==> src/rtl/int_ctrl_pkg.sv <==
// Shared types and constants for the interrupt controller and its priority encoder.
package int_ctrl_pkg;

  typedef enum logic [1:0] {
    IDLE    = 2'd0,
    REQ     = 2'd1,
    SERVICE = 2'd2
  } state_t;

  localparam logic CFG_CTRL = 1'b0;
  localparam logic CFG_PEND = 1'b1;
  localparam int   CODE_W   = 3;

endpackage

==> src/rtl/interrupt_controller_prio_encoder.sv <==
// Fixed-priority encoder: lowest set index wins, line i reports code i+1, 0 means none.
module prio_encoder
  import int_ctrl_pkg::*;
#(
  parameter int N_IRQ = 7
) (
  input  logic [N_IRQ-1:0]  eligible,
  output logic              valid,
  output logic [CODE_W-1:0] code
);

  // NOTE: every output gets a default before the loop so no latch is inferred.
  always_comb begin
    valid = 1'b0;
    code  = '0;
    for (int i = N_IRQ - 1; i >= 0; i--) begin
      if (eligible[i]) begin
        valid = 1'b1;
        code  = CODE_W'(i + 1);
      end
    end
  end

endmodule

==> src/rtl/interrupt_controller.sv <==
// Edge-latching, maskable interrupt controller presenting one prioritized code to the
// datapath through an ack/reti handshake with the control unit.
module interrupt_controller
  import int_ctrl_pkg::*;
#(
  parameter int N_IRQ       = 7,
  parameter int SYNC_STAGES = 2
) (
  input  logic              clk,
  input  logic              reset,
  input  logic [N_IRQ-1:0]  irq,
  input  logic              boundary,
  input  logic              int_ack,
  input  logic              reti,
  input  logic              cfg_we,
  input  logic              cfg_addr,
  input  logic [7:0]        cfg_wdata,
  output logic [7:0]        cfg_rdata,
  output logic [CODE_W-1:0] interrupciones,
  output logic [CODE_W-1:0] in_service,
  output logic              busy
);

  state_t                              state;
  logic                                ie;
  logic [N_IRQ-1:0]                    mask;
  logic [N_IRQ-1:0]                    pending;
  logic [SYNC_STAGES-1:0][N_IRQ-1:0]   sync_q;
  logic [N_IRQ-1:0]                    prev_q;
  logic [N_IRQ-1:0]                    edge_det;
  logic [N_IRQ-1:0]                    eligible;
  logic [N_IRQ-1:0]                    ack_clr;
  logic [N_IRQ-1:0]                    w1c_clr;
  logic                                enc_valid;
  logic [CODE_W-1:0]                   enc_code;
  logic                                ctrl_wr;
  logic                                ack_fire;

  assign ctrl_wr  = cfg_we && (cfg_addr == CFG_CTRL);
  assign ack_fire = (state == REQ) && int_ack;
  assign edge_det = sync_q[SYNC_STAGES-1] & ~prev_q;
  assign eligible = pending & mask;
  assign w1c_clr  = (cfg_we && (cfg_addr == CFG_PEND)) ? cfg_wdata[N_IRQ-1:0] : '0;

  always_comb begin
    ack_clr = '0;
    for (int i = 0; i < N_IRQ; i++) begin
      if (ack_fire && (interrupciones == CODE_W'(i + 1))) ack_clr[i] = 1'b1;
    end
  end

  prio_encoder #(.N_IRQ(N_IRQ)) u_prio (
    .eligible (eligible),
    .valid    (enc_valid),
    .code     (enc_code)
  );

  // NOTE: sequential state uses non-blocking assignments so every flop samples pre-edge values.
  always_ff @(posedge clk or negedge reset) begin
    if (!reset) begin
      sync_q <= '0;
      prev_q <= '0;
    end else begin
      sync_q <= {sync_q[SYNC_STAGES-2:0], irq};
      prev_q <= sync_q[SYNC_STAGES-1];
    end
  end

  // Set dominates clear so an edge arriving with an ack or W1C is never lost.
  always_ff @(posedge clk or negedge reset) begin
    if (!reset) begin
      pending <= '0;
      mask    <= '0;
    end else begin
      pending <= (pending & ~(ack_clr | w1c_clr)) | edge_det;
      if (ctrl_wr) mask <= cfg_wdata[N_IRQ-1:0];
    end
  end

  // ie is owned here because the handshake overrides software writes in the same cycle.
  always_ff @(posedge clk or negedge reset) begin
    if (!reset) begin
      state          <= IDLE;
      ie             <= 1'b0;
      interrupciones <= '0;
      in_service     <= '0;
      busy           <= 1'b0;
    end else begin
      if (ctrl_wr) ie <= cfg_wdata[7];
      case (state)
        IDLE: begin
          if (ie && enc_valid && boundary) begin
            state          <= REQ;
            interrupciones <= enc_code;
            busy           <= 1'b1;
          end
        end
        REQ: begin
          if (int_ack) begin
            state          <= SERVICE;
            ie             <= 1'b0;
            in_service     <= interrupciones;
            interrupciones <= '0;
          end
        end
        SERVICE: begin
          if (reti) begin
            state      <= IDLE;
            ie         <= 1'b1;
            in_service <= '0;
            busy       <= 1'b0;
          end
        end
        default: begin
          state          <= IDLE;
          interrupciones <= '0;
          in_service     <= '0;
          busy           <= 1'b0;
        end
      endcase
    end
  end

  always_comb begin
    cfg_rdata = '0;
    if (cfg_addr == CFG_CTRL) begin
      cfg_rdata[7]         = ie;
      cfg_rdata[N_IRQ-1:0] = mask;
    end else begin
      cfg_rdata[N_IRQ-1:0] = pending;
    end
  end

endmodule
==> config.mk <==
export PLATFORM = sky130hd
export DESIGN_NAME = interrupt_controller
export DESIGN_NICKNAME = d
export VERILOG_FILES = /design/src/rtl/int_ctrl_pkg.sv /design/src/rtl/interrupt_controller_prio_encoder.sv /design/src/rtl/interrupt_controller.sv
export SDC_FILE = /design/constraint.sdc
export NUM_CORES = 1
export LEC_CHECK = 0
export BUFFER_PORTS_ARGS = -buffer_cell sky130_fd_sc_hd__buf_2
export CAP_MARGIN = 20
export CORE_MARGIN = 2
export CORE_UTILIZATION = 58
export DETAILED_ROUTE_END_ITERATION = 8
export MAX_ROUTING_LAYER = met4
export PLACE_DENSITY = 0.84
export SLEW_MARGIN = 20
export SYNTH_ARGS = -nofsm -noshare
export SYNTH_HDL_FRONTEND = slang
export SYNTH_HIERARCHICAL = 1
export SYNTH_SLANG_ARGS = --single-unit
==> constraint.sdc <==
create_clock -name clk -period 2.6 [get_ports clk]
set_clock_uncertainty 0.05 [all_clocks]
set_input_delay 0.52 -clock clk [delete_from_list [all_inputs] [get_ports clk]]
set_output_delay 0.52 -clock clk [all_outputs]
set_load 0.01 [all_outputs]
## Yosys cells after proc, flatten, opt, wreduce, memory -nomap -nowiden

Cells that the tools add are included.
W data, S select, Z words.

- Register bits: 45
- Memory bits (writable): 0
- Memories kept: 0
- Memory bits (read-only): 0
- Output and inout port bits: 15
- Latch bits: 0
- Logic and storage cells: 91
- Input bits: 22

- Shifts and indexed selects: 0
- Divide/modulo/power cells: 0
- $add $sub $neg: 0
- Order comparisons: 0
- Equality and inequality tests: 12
- $mul: 0
- Bitwise gates (word level): 11
- Muxes and demuxes: 41
- Reduce and logical (&&, ||, !) cells: 17

Operator list:

| kind | count |
|---|---|
| $mux W3 | 11 |
| $and A7 B7 Y7 | 3 |
| $mux W1 | 20 |
| $pmux W3 S3 | 2 |
| $mux W7 | 2 |
| $not A7 Y7 | 2 |
| $or A7 B7 Y7 | 2 |
| $eq A3 B3 Y1 const B | 4 |
| $logic_and A1 B1 Y1 | 12 |
| $reduce_and A3 Y1 | 4 |
| $eq A3 B2 Y1 const B | 2 |
| $mux W2 | 3 |
| $ne A2 B2 Y1 const B | 3 |
| $pmux W2 S3 | 1 |
| $not A1 Y1 | 4 |
| $eq A3 B1 Y1 const B | 1 |
| $pmux W1 S3 | 1 |
| $eq A2 B1 Y1 const B | 1 |
| $eq A2 B2 Y1 const B | 1 |
| $logic_not A2 Y1 | 1 |
| $pmux W1 S2 | 1 |

## Logic depth before layout (Yosys ltp)

Gate-level depths: netlist (run 1).

- Depth in word-level cells: 12
- Depth in mapped cells: 7
- Depth with buffers taken out: 6

## Hierarchy

The synthesis (run 1) kept the hierarchy.

By module, submodules not included:

| module | seq. area each (um^2) | instances | area each (um^2) | cells an instance |
|---|---|---|---|---|
| interrupt_controller | 1,126.1 | 1 | 1,876.8 | 146 |
| prio_encoder | 0.0 | 1 | 70.1 | 13 |

## Least setup slack after synthesis (run 1)

OpenSTA, ideal clock, no wires.

- Path type: input to output
- Start: input cfg_addr
- End: output cfg_rdata[1]
- Slack: 803 ps
- Stages on the path: 3
- Data required time: 2,030 ps
- Data arrival time: 1,227 ps
- Path buffers: 2
- Cells stage by stage: buf_2 -> buf_2 -> mux2_2

- Longest elaborated chain between the ends: 1

Ends and longest elaborated chain:

| what | line | text |
|---|---|---|
| start: declaration | interrupt_controller.sv:16 | `input logic cfg_addr,` |
| $mux W7 | interrupt_controller.sv:126 | `if (cfg_addr == CFG_CTRL) begin` |
| end: declaration | interrupt_controller.sv:18 | `output logic [7:0] cfg_rdata,` |

Every way passes these cells.

## Worst setup path in the final report (run 1)

- Start: register state[1]
- End: register state[1]

- Longest elaborated chain between the ends: 3
- Elaborated cells on any way between the ends: 8
- Those cells by class: 5 x eq/ne; 1 x mux; 2 x reduce/logical

Ends and longest elaborated chain:

| what | line | text |
|---|---|---|
| start: declaration | interrupt_controller.sv:24 | `state_t state;` |
| start signal: assignment | interrupt_controller.sv:83 | `state <= IDLE;` |
| start signal: assignment | interrupt_controller.sv:93 | `state <= REQ;` |
| start signal: assignment | interrupt_controller.sv:100 | `state <= SERVICE;` |
| $eq A2 B2 Y1, or another cell as far along | interrupt_controller.sv:90 | `case (state)` |
| $ne A2 B2 Y1 (no source line) | -- |  |
| $reduce_and A3 Y1 (no source line) | -- |  |

Parallel ways exist; a longest one is shown, timed or not.
A chain may end at the register's enable or synchronous reset.

==> results.md, run 1 <==
- Overflow after GRT: 0
- CP max FO: 9
- CTS root buf: clkbuf_4
- Arrival time at the worst endpoint: between 2 and 2.5 ns
- # setup viols final: 0
- Layout cell share with drive strength beyond 1: 34.54%
- Final Cycle Share: 79.28%
- Drt drc: 0
- First-pass GRT wire length: 5.816 mm
- Register area share after synthesis: approximately 58%
- Clock Sinks: 45
- Cts hold-fix bufs: 0
- Worst hold path class: in -> reg
- CTS tree: yes
- Pwr dens: roughly 760 mW/mm^2
- Slew margin rel.: between 30% and 40%
- DIE HEIGHT: approximately 62 um
- Slew Viols, Final: 0
- Largest net degree at the start of global routing: between 40 and 50
- Setup TNS: 0 ns
- Starting Density: 59.28%
- Distinct cells, synth: 32
- VDD IR max: 0.4050 mV
- Synth Net Count: 185
- # diodes: 0
- Final Hold Vio Count: 0
- Mapped Cells: approximately 160
- Core outline area: roughly 0.0033 sq mm
- Critical path class: reg -> reg
- Cts bufs inserted: 5
- Clock H-tree levels: 2
- Area of the multi-input gates: 728.2 sq um
- Routed len/inst: 15.41 um
- Syn_area_per_cell: between 10 and 15 sq um
- RSZ-0062 raised after global routing: false
- Flops & latches, synth: 45
- Gpl congestion: 0.7871
- Vias per std cell: about 5.5
- Least-Margin Pin Slew: 0.9667 ns
- DIE WIDTH: 61.94 um
- I/O pin count: 37
- Worst-path clk slew: about 0.12 ns
- Full die area: approximately 0.0038 sq mm
- Synth Warn #: 6
- Input/output buffers: 36
- Final #Nets: 220
- Hpwl dp: 2.714 mm
- Syn-to-layout area delta: 12.60%
- Worst-Skew Late Latency: 0.36 ns
- Post-route insts no fill: 240
- Fmax: 0.4851 GHz
- Post-CTS Setup Inserts: 0
- Clock Path Buffers: 2
- DRT Wirelength: around 3.7 mm
- Initial drt markers: 82
- Cells after DPL: 233
- GRT Total Usage: between 20% and 30%
- Startpoint Class: flop
- Layout fillers: between 200 and 250
- # Max-Cap Violations: 0
- Cell Area, Synth: 0.001947 sq mm
- Routed Antenna Nets: 0
- Reg area: 0.001126 sq mm
- WP data required: 2.80 ns
- Leakage: approximately 1 nW
- Router iterations before antenna repair: 4
- Cts repair resizes: 0
- Fin crit period: 2.061 ns
- Routed via count: around 1300
- Type of destination of the critical path: flop
- Row count: 21
- Status: finished, final reports clean
- Initial antenna violation count: 0
- Hold slack final: 0.2007 ns
- Number of global-route vias before repair: 1292
flip-flops by register name (all words and copies together), names as in the netlist:
register	cells
busy	1
ie	1
in_service	3
interrupciones	3
mask	7
pending	7
prev_q	7
state	2
sync_q	14
metal layers:
layer / vias to the layer above / GRT usage [%] / share of wire, %
met5: - / - / 0
met2: 29 / 35.64 / 51
met4: 0 / 8.815 / 1.6
met3: 7 / 6.211 / 4.0
li1: 626 / - / -
met1: 654 / 27.56 / 44
final timing paths:
| check | endpoint | cells after the start | slack, ns | from |
|---|---|---|---|---|
| min | sync_q[4] | 1 | 0.20 | irq[4] |
| max in group asynchronous | mask[0] | 1 | 1.65 | reset |
| min reg2reg | sync_q[12] | 0 | 0.31 | sync_q[5] |
| max reg2reg | state[1] | 5 | 0.54 | state[1] |
| min in group asynchronous | prev_q[5] | 1 | 0.25 | reset |
| max | state[1] | 5 | 0.54 | state[1] |
cells in the mapped netlist:
master     n  area (sq um)
dfrtp_1   45          1126
mux2_2    15         168.9
o21ai_0   12         60.06
inv_1     11         41.29
nand3_1   10         50.05
nand2_1    8         30.03
and2_1     7         43.79
o211ai_1   6         45.04
buf_2      4         20.02
ha_1       4         50.05
a21oi_1    3         15.01
a22o_1     3         26.28
nand2b_1   3         18.77
nor2b_1    3         18.77
nor3_1     3         15.01
o211ai_2   3         37.54
buf_6      2         22.52
nor2_1     2         7.510
o32a_2     2         22.52
a211o_1    1         8.760
a211oi_1   1         7.510
clkbuf_1   1         3.750
clkbuf_2   1         5.000
mux2i_1    1         10.01
nand3b_1   1         7.510
nor2b_4    1         13.76
nor3b_1    1         7.510
nor4_2     1         12.51
nor4b_4    1         23.77
o311ai_0   1         8.760
o31ai_1    1         7.510
or3b_4     1         11.26
area by class of cell:
type                    count  share of cell area (%)
clock buffers               6                   2.340
inverters                  11                   1.884
flip-flops and latches     45                   51.37
multi-input cells          95                   33.22
repair buffers             36                   8.219
well taps                  46                   2.626
clock inverters             1                  0.3425
cell families (layout without fill, tap and decap cells):
group           count (synthesis)  in the layout  synth area share, %
fa+ha+maj                       4              4                2.571
mux                            16             16                9.190
flops                          45             45                57.84
buf+inv                        19             54                4.755
simple gates                   42             42                13.37
compound gates                 33             33                12.28
placed cells by master (no fill, tap or decap), drive strengths merged, types with 2 or more instances in the layout:
| cell | Yosys | layout |
|---|---|---|
| nand3 | 10 | 10 |
| o211ai | 9 | 9 |
| nor2b | 4 | 4 |
| buf | 6 | 36 |
| nor2 | 2 | 2 |
| nor3 | 3 | 3 |
| o32a | 2 | 2 |
| clkbuf | 2 | 6 |
| mux2 | 15 | 15 |
| a21oi | 3 | 3 |
| a22o | 3 | 3 |
| o21ai | 12 | 12 |
| nand2b | 3 | 3 |
| ha | 4 | 4 |
| inv | 11 | 11 |
| nand2 | 8 | 8 |
| and2 | 7 | 7 |
| dfrtp | 45 | 45 |
report_power, final:
part	internal [mW]	switching (mW)	leakage, nW
Combinational	0.220	0.250	0.434
Sequential	0.788	0.0739	0.535
Clock	0.127	0.213	0.0303
Total	1.13	0.537	0.999
stage by stage:
stage | setup slack (ns) | instance area [sq um] | total power [mW] | utilization [%]
finish | 0.5388 | 2192 | 1.672 | 66.74
global route | 0.4496 | 2192 | 1.772 | 66.74
CTS | 0.5948 | 2192 | 1.679 | 66.74
detailed placement | 0.6154 | 2133 | 1.342 | 64.95
global placement | 0.7378 | 2133 | 1.307 | 64.95
floorplan | 0.8030 | 1947 | 1.197 | -
worst max-delay path, cell delays in order (launching register included):
cell	delay (ns)
dfrtp_1	0.42
inv_1	0.12
ha_1	0.31
nor2b_1	0.64
a211oi_1	0.12
mux2_2	0.30
No activity file was read; power rests on OpenSTA's default activity.
==> run 2, diff against run 1 <==
--- a/config.mk
+++ b/config.mk
@@ -8,10 +8,10 @@
 export BUFFER_PORTS_ARGS = -buffer_cell sky130_fd_sc_hd__buf_2
 export CAP_MARGIN = 20
 export CORE_MARGIN = 2
-export CORE_UTILIZATION = 58
+export CORE_UTILIZATION = 49
 export DETAILED_ROUTE_END_ITERATION = 8
 export MAX_ROUTING_LAYER = met4
-export PLACE_DENSITY = 0.84
+export PLACE_DENSITY = 0.76
 export SLEW_MARGIN = 20
 export SYNTH_ARGS = -nofsm -noshare
 export SYNTH_HDL_FRONTEND = slang
==> constraint.sdc (replaced) <==
create_clock -name clk -period 1.73 [get_ports clk]
set_clock_uncertainty 0.05 [all_clocks]
set_input_delay 0.346 -clock clk [delete_from_list [all_inputs] [get_ports clk]]
set_output_delay 0.346 -clock clk [all_outputs]
set_load 0.01 [all_outputs]
==> results.md, run 2 (synthesis gave the netlist of run 1 again) <==
- Routed via count: 1396 (was 1316)
- R2R Setup Slk: 0.03 ns (was 0.54 ns)
- Seq pwr share: 44.3% (was 51.6%)
- First-pass GRT wire length: 6.741 mm (was 5.816 mm)
- Initial drt markers: 87 (was 82)
- Starting Density: 52.01% (was 59.28%)
- Reg-to-Reg End: state[1] (unchanged)
- Type of destination of the critical path: flop (unchanged)
- RSZ-0062 raised after global routing: true (was false)
- Clock H-tree levels: 2 (unchanged)
- Slew margin rel.: 70.12% (was 35.55%)
- Critical path class: reg -> reg (unchanged)
- Fin crit period: 1.695 ns (was 2.061 ns)
- GRT Total Usage: 21.83% (was 22.51%)
- Least-Margin Pin Slew: 0.4482 ns (was 0.9667 ns)
- Sw Ratio: 30.98% (was 32.14%)
- Hold worst-path end: sync_q[6] (was sync_q[4])
- Clock Sinks: 45 (unchanged)
- Clock power share: 27.9% (was 20.3%)
- Slowest cell on the critical path: dfrtp_1 (was nor2b_1)
- CP peak stage delay: 0.39 ns (was 0.64 ns)
- Layout fillers: 325 (was 239)
- Worst r2r src: state[1] (unchanged)
- Final #Nets: 234 (was 220)
- DRT Wirelength: 4.158 mm (was 3.698 mm)
- Row count: 22 (was 21)
- Internal power: 2.032 mW (was 1.135 mW)
- I/O pin count: 37 (unchanged)
- Post-layout util: 64.07% (was 66.74%)
- Cells after DPL: 247 (was 233)
- Clock Path Buffers: 2 (unchanged)
- Startpoint Class: flop (unchanged)
- CP max FO: 5 (was 9)
- Cts bufs inserted: 5 (unchanged)
- DIE WIDTH: 67.04 um (was 61.94 um)
- Hold slack final: 0.08571 ns (was 0.2007 ns)
- Reg2Reg Depth: 5 (unchanged)
- Design Power: 2.944 mW (was 1.672 mW)
- Pwr dens: 1227 mW/mm^2 (was 762.7 mW/mm^2)
- Worst-Skew Late Latency: 0.31 ns (was 0.36 ns)
- Final Hold Vio Count: 0 (unchanged)
- Biggest register: sync_q (unchanged)
- Drt drc: 0 (unchanged)
- Router iterations before antenna repair: 4 (unchanged)
- VDD IR max: 0.7623 mV (was 0.4050 mV)
- Number of global-route vias before repair: 1408 (was 1292)
- Routed Antenna Nets: 0 (unchanged)
- DIE HEIGHT: 67.04 um (was 61.94 um)
- Arrival time at the worst endpoint: 1.84 ns (was 2.26 ns)
- Hpwl dp: 3.105 mm (was 2.714 mm)
- Gpl congestion: 0.8022 (was 0.7871)
- Syn-to-layout area delta: 23.20% (was 12.60%)
- Layout cell share with drive strength beyond 1: 41.15% (was 34.54%)
- Most frequent cells in the layout: dfrtp_1, buf_2, mux2_2 (unchanged)
- Final Cycle Share: 97.98% (was 79.28%)
- Most common cell after layout, fill and taps aside: dfrtp_1 (unchanged)
- Input/output buffers: 36 (unchanged)
- Fmax: 0.5900 GHz (was 0.4851 GHz)
- Worst-path clk slew: 0.09 ns (was 0.12 ns)
- # Max-Cap Violations: 0 (unchanged)
- Slew Viols, Final: 0 (unchanged)
- Routed len/inst: 16.18 um (was 15.41 um)
- Largest net degree at the start of global routing: 27 (was 46)
- Overflow after GRT: 0 (unchanged)
- Hold path start: irq[6] (was irq[4])
- Core outline area: 0.003744 sq mm (was 0.003284 sq mm)
- Largest register FFs: 14 (unchanged)
- CTS tree: yes (unchanged)
- # diodes: 0 (unchanged)
- Vias per std cell: 5.432 (was 5.483)
- # setup viols final: 0 (unchanged)
- WP data required: 1.87 ns (was 2.80 ns)
- Leakage: 1.110 nW (was 0.9994 nW)
- CP cell instances: inv_1 -> ha_1 -> nor2b_2 -> a211oi_1 -> mux2_2 (was inv_1 -> ha_1 -> nor2b_1 -> a211oi_1 -> mux2_2)
- Post-route insts no fill: 257 (was 240)
- Status: finished, final reports clean (unchanged)
- Initial antenna violation count: 0 (unchanged)
- Full die area: 0.004494 sq mm (was 0.003836 sq mm)
- Worst hold path depth: 1 (unchanged)
- Setup TNS: 0 ns (unchanged)
- CTS root buf: clkbuf_8 (was clkbuf_4)
- Combinational share of power: 27.8% (was 28.1%)
- Worst hold path class: in -> reg (unchanged)
- Switching pwr: 911.8 uW (was 537.3 uW)
-- run 2: changes by cell type in the layout (fill, tap and decap cells not counted), sizes merged --
cell / change
buf: +13
bufinv: +1
clkbuf: -1
clkinv: +1
clkinvlp: -1
dlygate4sd3: +1
inv: +1
-- run 2: timing repair --
action / CTS / global route
hold endpoints to repair: 19 / 0
resized for setup: 1 / 7
hold buffers: 1 / 0
gates cloned: 0 / 0
setup endpoints to repair: 1 / 6
buffers inserted: 0 / 1
pin swaps: 0 / 4
-- run 2: final cells by class --
type                    count  area, sq um  share of cell area [%]
repair buffers             50        300.3                   12.52
well taps                  48        60.06                   2.504
multi-input cells          95        752.0                   31.35
clock buffers               5        68.82                   2.869
inverters                  11        41.29                   1.721
clock inverters             3        50.05                   2.087
flip-flops and latches     45         1126                   46.95
-- run 2: power groups by stage --
stage	registers (mW)	clock network, mW	logic [mW]
floorplan	1.30	0	0.501
global placement	1.30	0	0.741
detailed placement	1.32	0	0.776
CTS	1.30	0.835	0.797
global route	1.32	0.881	0.893
finish	1.30	0.822	0.819
-- run 2: metal layers --
metal	routed length [um]	global-route usage [%]	vias to the layer above
li1	-	-	658
met1	1760	25.50	697
met2	2115	35.64	33
met3	206	6.757	8
met4	75	7.653	0
met5	0	-	-
-- run 2: how the worst max path moves through the flow --
| stage | start | end |
|---|---|---|
| global route | pending[0] | state[1] |
| floorplan | state[0] | state[1] |
| global placement | state[1] | interrupciones[1] |
| finish | state[1] | state[1] |
| detailed placement | state[1] | interrupciones[1] |
| CTS | mask[3] | interrupciones[0] |
-- run 2: critical path, delay by kind of cell, from the launching register on --
family / cells / cell delay (ns)
mux: 1 / 0.38
flops: 1 / 0.39
compound gates: 1 / 0.23
simple gates: 1 / 0.20
fa+ha+maj: 1 / 0.25
buf+inv: 1 / 0.09
-- run 2: per-stage QoR --
stage / worst slack (ns) / instance area, sq um
2_1_floorplan: 0.05142 / 1947
3_3_place_gp: 0.1025 / 2238
3_5_place_dp: 0.02074 / 2238
4_1_cts: 0.009494 / 2370
5_1_grt: -0.02409 / 2399
6_report: 0.03500 / 2399
